`src/rtl/vga_timing_gen.sv`:
```
// 640x480@60 raster timing from the 50 MHz clock using a divide-by-2 pixel enable.
// Optional STEP_MODE_EN macro adds a debounced step button that can drive game_tick.
module vga_timing_gen #(
    parameter int H_VISIBLE = 640,
    parameter int H_FRONT   = 16,
    parameter int H_SYNC    = 96,
    parameter int H_BACK    = 48,
    parameter int V_VISIBLE = 480,
    parameter int V_FRONT   = 10,
    parameter int V_SYNC    = 2,
    parameter int V_BACK    = 33
`ifdef STEP_MODE_EN
    ,
    parameter int DEBOUNCE_CYCLES = 500_000
`endif
) (
    input  logic       clk_50mhz,
    input  logic       rst,
`ifdef STEP_MODE_EN
    input  logic       step_mode,
    input  logic       step_btn,
`endif
    output logic       pix_en,
    output logic       hsync,
    output logic       vsync,
    output logic       video_on,
    output logic [9:0] x,
    output logic [9:0] y,
    output logic       frame_tick,
    output logic       game_tick
);

    localparam int H_TOTAL = H_VISIBLE + H_FRONT + H_SYNC + H_BACK;
    localparam int V_TOTAL = V_VISIBLE + V_FRONT + V_SYNC + V_BACK;

    localparam logic [9:0] H_LAST   = 10'(H_TOTAL - 1);
    localparam logic [9:0] V_LAST   = 10'(V_TOTAL - 1);
    localparam logic [9:0] H_VIS    = 10'(H_VISIBLE);
    localparam logic [9:0] V_VIS    = 10'(V_VISIBLE);
    localparam logic [9:0] V_VIS_M1 = 10'(V_VISIBLE - 1);
    localparam logic [9:0] HS_FIRST = 10'(H_VISIBLE + H_FRONT);
    localparam logic [9:0] HS_LAST  = 10'(H_VISIBLE + H_FRONT + H_SYNC - 1);
    localparam logic [9:0] VS_FIRST = 10'(V_VISIBLE + V_FRONT);
    localparam logic [9:0] VS_LAST  = 10'(V_VISIBLE + V_FRONT + V_SYNC - 1);

    logic       pix_phase_q, pix_phase_d;
    logic [9:0] h_cnt_q, h_cnt_d;
    logic [9:0] v_cnt_q, v_cnt_d;
    logic       frame_tick_q, frame_tick_d;

    always_comb begin
        pix_phase_d  = ~pix_phase_q;
        h_cnt_d      = h_cnt_q;
        v_cnt_d      = v_cnt_q;
        frame_tick_d = 1'b0;
        if (pix_phase_q) begin
            if (h_cnt_q == H_LAST) begin
                h_cnt_d = '0;
                v_cnt_d = (v_cnt_q == V_LAST) ? '0 : v_cnt_q + 10'd1;
            end else begin
                h_cnt_d = h_cnt_q + 10'd1;
            end
            // Tick lands in the cycle the counters first read (0, V_VISIBLE).
            frame_tick_d = (h_cnt_q == H_LAST) && (v_cnt_q == V_VIS_M1);
        end
    end

    always_ff @(posedge clk_50mhz) begin
        if (rst) begin
            pix_phase_q  <= 1'b0;
            h_cnt_q      <= '0;
            v_cnt_q      <= '0;
            frame_tick_q <= 1'b0;
        end else begin
            pix_phase_q  <= pix_phase_d;
            h_cnt_q      <= h_cnt_d;
            v_cnt_q      <= v_cnt_d;
            frame_tick_q <= frame_tick_d;
        end
    end

    assign pix_en     = pix_phase_q;
    assign hsync      = !((h_cnt_q >= HS_FIRST) && (h_cnt_q <= HS_LAST));
    assign vsync      = !((v_cnt_q >= VS_FIRST) && (v_cnt_q <= VS_LAST));
    assign video_on   = (h_cnt_q < H_VIS) && (v_cnt_q < V_VIS);
    assign x          = video_on ? h_cnt_q : '0;
    assign y          = video_on ? v_cnt_q : '0;
    assign frame_tick = frame_tick_q;

`ifdef STEP_MODE_EN
    localparam int DB_W = (DEBOUNCE_CYCLES > 1) ? $clog2(DEBOUNCE_CYCLES) : 1;
    localparam logic [DB_W-1:0] DB_LAST = DB_W'(DEBOUNCE_CYCLES - 1);

    logic            sync1_q, sync2_q, last_q;
    logic            deb_q, deb_d, deb_prev_q;
    logic [DB_W-1:0] db_cnt_q, db_cnt_d;
    logic            press;

    // Counter restarts whenever the synchronised level changes; the debounced
    // level only follows once the count has run out on an unchanged level.
    always_comb begin
        db_cnt_d = db_cnt_q;
        deb_d    = deb_q;
        if (sync2_q != last_q) begin
            db_cnt_d = '0;
        end else if (db_cnt_q != DB_LAST) begin
            db_cnt_d = db_cnt_q + 1'b1;
        end else begin
            deb_d = last_q;
        end
    end

    always_ff @(posedge clk_50mhz) begin
        if (rst) begin
            sync1_q    <= 1'b0;
            sync2_q    <= 1'b0;
            last_q     <= 1'b0;
            deb_q      <= 1'b0;
            deb_prev_q <= 1'b0;
            db_cnt_q   <= '0;
        end else begin
            sync1_q    <= step_btn;
            sync2_q    <= sync1_q;
            last_q     <= sync2_q;
            deb_q      <= deb_d;
            deb_prev_q <= deb_q;
            db_cnt_q   <= db_cnt_d;
        end
    end

    assign press     = deb_q & ~deb_prev_q;
    assign game_tick = step_mode ? press : frame_tick_q;
`else
    assign game_tick = frame_tick_q;
`endif

endmodule

```
`config.mk`:
```
export PLATFORM = sky130hd
export DESIGN_NAME = vga_timing_gen
export DESIGN_NICKNAME = d
export VERILOG_FILES = /design/src/rtl/vga_timing_gen.sv
export SDC_FILE = /design/constraint.sdc
export NUM_CORES = 1
export LEC_CHECK = 0
export ABC_AREA = 1
export CORE_UTILIZATION = 62
export DETAILED_ROUTE_END_ITERATION = 8
export DONT_BUFFER_PORTS = 1
export PLACE_DENSITY_LB_ADDON = 0.08
export SYNTH_ARGS = -nofsm -noshare
export SYNTH_HDL_FRONTEND = slang
export SYNTH_SLANG_ARGS = --single-unit
```
`constraint.sdc`:
```
create_clock -name clk_50mhz -period 1.5 [get_ports clk_50mhz]
set_input_delay 0.3 -clock clk_50mhz [delete_from_list [all_inputs] [get_ports clk_50mhz]]
set_output_delay 0.3 -clock clk_50mhz [all_outputs]
set_load 0.02 [all_outputs]
```
# Word-level counts from Yosys, hierarchy flattened
# Index checks and enable logic that the tools add are counted.
[totals]
input_bits = 2
output_inout_bits = 26
register_bits = 22
word_cells = 28
[op_classes]
bitwise = 1
n_mux = 4
eq_ne = 3
n_reduce_logical = 8
magnitude_cmp = 6
addsub = 2
[op_table]
columns = ["cell", "count"]
rows = [
  ["two-way mux 10 bit", 4],
  ["adder 10 x 1 -> 10 bit (second input constant)", 2],
  ["equality test 10 bit (second input constant)", 2],
  ["equality test 10 x 9 -> 1 bit (second input constant)", 1],
  [">= comparator 10 bit (second input constant)", 1],
  [">= comparator 10 x 9 -> 1 bit (second input constant)", 1],
  ["less-or-equal comparator 10 bit (second input constant)", 1],
  ["less-or-equal comparator 10 x 9 -> 1 bit (second input constant)", 1],
  ["< comparator 10 bit (second input constant)", 1],
  ["< comparator 10 x 9 -> 1 bit (second input constant)", 1],
  ["logical AND 1 bit", 4],
  ["logical NOT 1 bit", 2],
  ["AND reduction 2 bit", 1],
  ["OR reduction 2 bit", 1],
  ["NOT 1 bit", 1],
]

# Longest topological paths before layout
# Gate-level depths: netlist of the first run.
[logic_depth]
ltp_word = 3
ltp_mapped = 9
ltp_nobuf = 9

# Worst setup path before layout of the first run
# No wires, ideal clock.
[synth_timing]
path_type = "reg2out"
start = "reg v_cnt_q[6]"
end = "out y[5]"
required_ps = 1200
slack_ps = -15
path_stages_with_launch = 8
n_path_buf = 0
arrival_time_ps = 1215
path_cell_list = "dfxtp_1 -> inv_1 -> nor3_2 -> nand2_1 -> nand4_2 -> inv_1 -> nand2_1 -> inv_1"
[synth_between]
elab_chain_len = 3
[synth_rtl]
columns = ["item", "line_no", "text"]
rows = [
  ["start, declared", "48", "logic [9:0] v_cnt_q, v_cnt_d;"],
  ["start signal, assigned", "77", "v_cnt_q <= v_cnt_d;"],
  ["< comparator 10 x 9 -> 1 bit", "85", "assign video_on = (h_cnt_q < H_VIS) && (v_cnt_q < V_VIS);"],
  ["logical AND 1 bit", "85", ""],
  ["via video_on", "26", "output logic video_on,"],
  ["two-way mux 10 bit", "87", "assign y = video_on ? v_cnt_q : '0;"],
  ["end, declared", "28", "output logic [9:0] y,"],
]
# The timed path passes the listed nets, and every way through them passes these cells.

# Worst setup path after layout of the first run
[layout_timing]
start = "reg v_cnt_q[6]"
end = "out y[5]"
[layout_between]
elab_chain_len = 3
[layout_rtl]
columns = ["item", "line_no"]
rows = [
  ["< comparator 10 x 9 -> 1 bit", "85"],
  ["logical AND 1 bit", "85"],
  ["two-way mux 10 bit", "87"],
]
# No other way between the ends.

==> results.toml, run 1 <==
[synthesis]
yosys_register_bits = 22
synth_area_um2 = 1436
synthTopCellsByArea = "dfxtp_1 (31%), nand2_1 (13%), nor2_1 (11%), inv_1 (7.8%), nand3_1 (5.6%)"
synth_top_family_by_area = "simple AND/OR/NAND/NOR gates"
synth_most_common_cell = "nand2_1"
synth_cell_type_count = 27
synthAdderAreaFrac_pct = 4.355
async_reset_ff_share_pct = 0
yosys.area_share.simple_pct = 41.64
yosys.area.top_type = "dfxtp_1"
yosys.area.top_type_share_pct = 30.66
syn_inst = 219
synthFlopType = "dfxtp_1"
yosysSeqAreaShare_pct = 30.66
synth.area.mux_share_pct = 0
synth_xor_area_share_pct = 4.268
synth_compound_area_share_pct = 6.794
postSynthAreaPerCell_um2 = 6.559
yosysWarnings = 0
synth_commonest_cells = "nand2_1 (49), nor2_1 (41), inv_1 (30), dfxtp_1 (22), nand3_1 (16)"
syn_nets = 226
synth_edf_count = 0

[timing]
skew_ps = 8.083
grt_setup_unrepaired = "true"
fmax_ghz = 0.5406
slew_violations = 0
hold_viol_final = 0
fin_crit_ps = 1850
post-route-period-util_pct = 123.3
setup_viol = 22
slew_headroom_pct = 66.83
finalWorstSetupSlack_ps = -349.8
setup_tns_ps = -6198
tightest_slew_ps = 495.3

[die]
die-area_um2 = 2513
core-area_um2 = 2191
fp-row-count = 17
num_io_pins = 28
die_h_um = 50.13
start_util_pct = 65.56
die_w_um = 50.13

[route]
initialDrtViolationCount = 91
final_antenna_net_count = 0
via_count = 1679
vias_per_cell = 5.871
drc = 0
drt_wl_total_um = 4528
wl_per_cell_um = 15.83
first_pass_iters = 7

[clock_tree]
clockBufferDepth = 2
path_clk_slew_ps = 130
htree_levels = 1
cts_hold_buffers = 0
worstSkewPairLatency_ps = 300
numCtsBuffers = 3
clock-root-buffer = "clkbuf_4"
cts_tree = "done"
clock_sinks = 22

[power]
ir_drop_uv = 582.1
leakage_nw = 0.8419
finalPower_w = 0.0009220
powerDensity_nw_per_um2 = 465.2

[layout]
final_cells = 286
nFillCells = 99
synthToLayoutAreaGrowth_pct = 37.98
final_layout_size_suffix_gt1_share_pct = 39.15
layout.nets = 267
diodes = 0
final_util_pct = 90.46

[placed_design]
io_buffers = 0
dp_hpwl_um = 2677
dp.cells = 276
place_ws_ps = 62.86
place_congestion = 0.8560

[critical_path]
start_kind = "flip-flop"
arrival_ps = 1550
path_max_fanout = 5
critPathKind = "reg2out"
required_ps = 1200
end_kind = "primary output"

[outcome]
status = "finished with violations"
violations = "negative setup slack"

[global_route]
grt_max_degree = 18
overflow = 0
antenna_found_initial = 0
grt_pass1_wl_um = 6741
grt_pass1_vias = 1513
grt.total_usage_pct = 34.55

[run]
maxCapViolCount = 0

[worst_hold_path]
hold_path_class = "in2reg"
## path summary, 6_finish.rpt
kind / start / to / slack, ps / cells past startpoint
worst min register to register: v_cnt_q[3]$_SDFFE_PP0P_ / v_cnt_q[3]$_SDFFE_PP0P_ / 540 / 2
worst min-delay path: rst / v_cnt_q[8]$_SDFFE_PP0P_ / 40 / 1
worst max register to register: h_cnt_q[1]$_SDFFE_PP0P_ / v_cnt_q[4]$_SDFFE_PP0P_ / 30 / 7
worst max-delay path: v_cnt_q[6]$_SDFFE_PP0P_ / y[5] / -350 / 8
## cell type report
type | count | area, um^2 | share of cell area, %
inverter | 30 | 112.6 | 5.682
tap | 28 | 35.03 | 1.768
sequential | 22 | 466.7 | 23.55
clock buffer | 3 | 22.52 | 1.136
multi-input combinational | 158 | 928.4 | 46.84
timing repair buffer | 45 | 416.7 | 21.02
## through the flow
| stage | hold WS [ps] | cell area [um^2] |
|---|---|---|
| after floorplan | 461.0 | 1446 |
| after global placement | 370.8 | 1707 |
| after detailed placement | 372.5 | 1707 |
| after CTS | 36.91 | 1901 |
| after global routing | 14.88 | 1982 |
| final | 37.05 | 1982 |
## power breakdown
group	switching (W)	internal, W
logic	0.0000363	0.0000240
registers	0.00000482	0.000583
clock network	0.000180	0.0000936
## kinds of logic after synthesis
kind of cell,count (synthesis)
AO/OA/AOI/OAI,17
XOR/XNOR,7
adder cells (fa/ha/maj),5
buffers and inverters,39
flip-flops,22
other,1
AND/OR/NAND/NOR,128
## registers in the layout (all words and copies together), names as in the netlist
| register | flops |
|---|---|
| frame_tick | 1 |
| h_cnt_q | 10 |
| pix_en | 1 |
| v_cnt_q | 10 |
## placed cells by master, fill, tap and decap left out, types with 2 or more instances in the layout
cell type	netlist	final
buf_4	2	24
nand2_2	1	5
nor2_4	1	6
ha_1	5	5
dfxtp_2	0	9
nand4_1	4	4
inv_1	30	26
dfxtp_1	22	9
o21ai_0	3	2
nor3_1	6	5
clkbuf_4	0	3
nor2_2	2	17
xor2_1	7	7
dfxtp_4	0	4
buf_6	2	21
nand3_1	16	16
nand3b_1	3	3
inv_2	0	4
nor3_2	1	2
nand2_1	49	45
nor2_1	41	21
a21oi_1	11	11
## worst max-delay path, stage by stage, from the launching register on
cell     delay (ps)
dfxtp_2         370
inv_2            50
nor3_2          190
nand2_1         130
nand4_4         140
buf_4           130
inv_2            40
nand2_1         110
inv_2            80
## metal layers
| layer | up-vias | routed length (um) | share of wire, % | GRT usage (%) |
|---|---|---|---|---|
| met4 | 0 | 183 | 4.0 | 12.86 |
| li1 | 762 | - | - | - |
| met2 | 118 | 2314 | 51 | 60.89 |
| met3 | 24 | 370 | 8.2 | 3.636 |
| met5 | - | 0 | 0 | 0 |
| met1 | 775 | 1659 | 37 | 42.75 |
## repair_timing
action / CTS / global route
gates resized for setup: 48 / 23
setup endpoints to repair: 22 / 27
pin swaps: 4 / 6
endpoints found under the hold margin: 0 / 0
cloned: 0 / 0
buffers inserted: 5 / 2
No activity file was read; power rests on OpenSTA's default activity.
==> run 2, diff against run 1 <==
- CORE_UTILIZATION: 62 -> 59
==> run 2 against run 1 <==
Against the previous run: the run still ends with negative setup slack left; core utilization fell by 4.9 points; clock skew is 4.3 ps lower; power is 9.5% higher; cell count grew 1.0%; first-iteration DRC count rose by 27%; hold slack worse by 23 ps; via count rose by 0.71%; sequential power about the same; critical path type unchanged; critical endpoint is now y[2]; largest power group unchanged.
==> results.toml, run 2 (synthesis gave the netlist of run 1 again) <==
[critical_path]
start_kind = "flip-flop"
path_max_fanout = 18
arrival_ps = 1510
required_ps = 1200
r2r_slack_ps = 40
timing.rr.start = "v_cnt_q[0]$_SDFFE_PP0P_"
critPathKind = "reg2out"
reg2reg_depth = 9
end_kind = "primary output"
worstReg2RegEnd = "v_cnt_q[4]$_SDFFE_PP0P_"

[clock_tree]
clockBufferDepth = 2
path_clk_slew_ps = 140
numCtsBuffers = 3
clock-root-buffer = "clkbuf_4"
cts_tree = "done"
clock_sinks = 22
htree_levels = 1
worstSkewPairLatency_ps = 330

[timing]
tightest_slew_ps = 513.1
slew_headroom_pct = 65.65
hold_ws_ps = 13.94
slew_violations = 0
grt_setup_unrepaired = "true"
skew_ps = 3.807
fmax_ghz = 0.5535
fin_crit_ps = 1807
hold_viol_final = 0
finalWorstSetupSlack_ps = -306.6
setup_viol = 22
post-route-period-util_pct = 120.4

[route]
via_count = 1691
final_antenna_net_count = 0
vias_per_cell = 5.851
initialDrtViolationCount = 116
drt_wl_total_um = 4532
drc = 0
wl_per_cell_um = 15.68
first_pass_iters = 5

[worst_hold_path]
hp-start = "rst"
worstHoldPathCells = 1
hold_path_class = "in2reg"
hold_path_end = "v_cnt_q[8]$_SDFFE_PP0P_"

[global_route]
grtUsageMet3_pct = 5.060
gr-usage-met1_pct = 39.75
grt_max_degree = 19
overflow = 0
grt_pass1_vias = 1540
antenna_found_initial = 0
grt.total_usage_pct = 33.56
grt_use_met2_pct = 55.04
grt_pass1_wl_um = 6561
top_usage_layer = "met2"

[placed_design]
dp_hpwl_um = 2653
io_buffers = 0
place_congestion = 0.8857
place_ws_ps = 39.49

[layout]
final_layout_size_suffix_gt1_share_pct = 34.10
diodes = 0
top_regs = "h_cnt_q x10, v_cnt_q x10"
mostFrequentLayoutCells = "nand2_1 (46), buf_4 (39), nor2_1 (33)"
final_util_pct = 85.52
layout.nets = 269
synthToLayoutAreaGrowth_pct = 34.23
layout_commonest_cell = "nand2_1"

[die]
die-area_um2 = 2636
num_io_pins = 28
die_h_um = 51.34
die_w_um = 51.34
start_util_pct = 63.71
core-area_um2 = 2255
fp-row-count = 17

[power]
leakage_nw = 0.8562
clkPwrFrac_pct = 35.3
ir_drop_uv = 555.1
p_sw_w = 0.0002511
seq_power_share_pct = 58.5
internal_power_w = 0.0007581
powerDensity_nw_per_um2 = 523.4
pwr-share-comb_pct = 6.2
swShare_pct = 24.88

[outcome]
status = "finished with violations"
violations = "negative setup slack"

[run]
maxCapViolCount = 0
[run 2: changes by cell type in the layout (fill, tap and decap cells not counted), moves of 10 or more]
| cell | previous run | this run |
|---|---|---|
| nor2_2 | 17 | 7 |
| nor2_1 | 21 | 33 |
| buf_6 | 21 | 5 |
| buf_4 | 24 | 39 |
[run 2: area by class of cell]
type                       instances  area, um^2
tap                               28       35.03
sequential                        22       462.9
clock buffer                       4       36.28
timing repair buffer              46       379.1
fill                             139       326.6
multi-input combinational        159       902.1
inverter                          30       112.6
[run 2: how the worst max path moves through the flow]
| stage | from | endpoint | slack [ps] | depth (start not counted) |
|---|---|---|---|---|
| 2_1_floorplan | v_cnt_q[6]$_SDFFE_PP0P_ | y[5] | -10 | 7 |
| 3_3_place_gp | v_cnt_q[6]$_SDFFE_PP0P_ | y[6] | 100 | 7 |
| 3_5_place_dp | v_cnt_q[6]$_SDFFE_PP0P_ | y[2] | 40 | 7 |
| 4_1_cts | v_cnt_q[6]$_SDFFE_PP0P_ | y[2] | -290 | 7 |
| 5_1_grt | v_cnt_q[6]$_SDFFE_PP0P_ | x[4] | -380 | 7 |
| 6_report | h_cnt_q[7]$_SDFFE_PP0P_ | y[2] | -310 | 5 |
[run 2: power by group through the flow]
stage,logic (W),clock network [W],registers [W]
finish,0.0000622,0.000356,0.000591
detailed placement,0.0000552,0,0.000609
global placement,0.0000541,0,0.000608
CTS,0.0000557,0.000348,0.000590
global route,0.0000678,0.000379,0.000591
floorplan,0.0000367,0,0.000611
[run 2: layer usage]
layer / part of all wire [%] / up-vias / wire length (um)
met3: 8.5 / 23 / 384
met1: 40 / 788 / 1825
met2: 48 / 116 / 2156
li1: - / 764 / -
met4: 3.6 / 0 / 165
met5: 0 / - / 0
[run 2: repair_timing]
item	in CTS	in global routing
cloned	0	1
endpoints found under the setup margin	22	36
endpoints found under the hold margin	0	1
pin swaps	1	5
resized for setup	26	11
setup buffers	5	1
hold buffers	0	1
[run 2: through the flow]
step	TNS (ps)	instance area, um^2	power, W	std cells
5_1_grt	-7023	1928	0.001038	289
6_report	-5331	1928	0.001009	289
3_3_place_gp	0	1734	0.0006623	278
4_1_cts	-5076	1859	0.0009934	286
2_1_floorplan	-92.02	1446	0.0006481	219
3_5_place_dp	0	1734	0.0006640	278
[run 2: critical path, cell delays in order (launching register included)]
cell	delay, ps
dfxtp_2	370
nand2_1	130
nand4_2	170
buf_12	200
nor2_1	140
buf_4	160
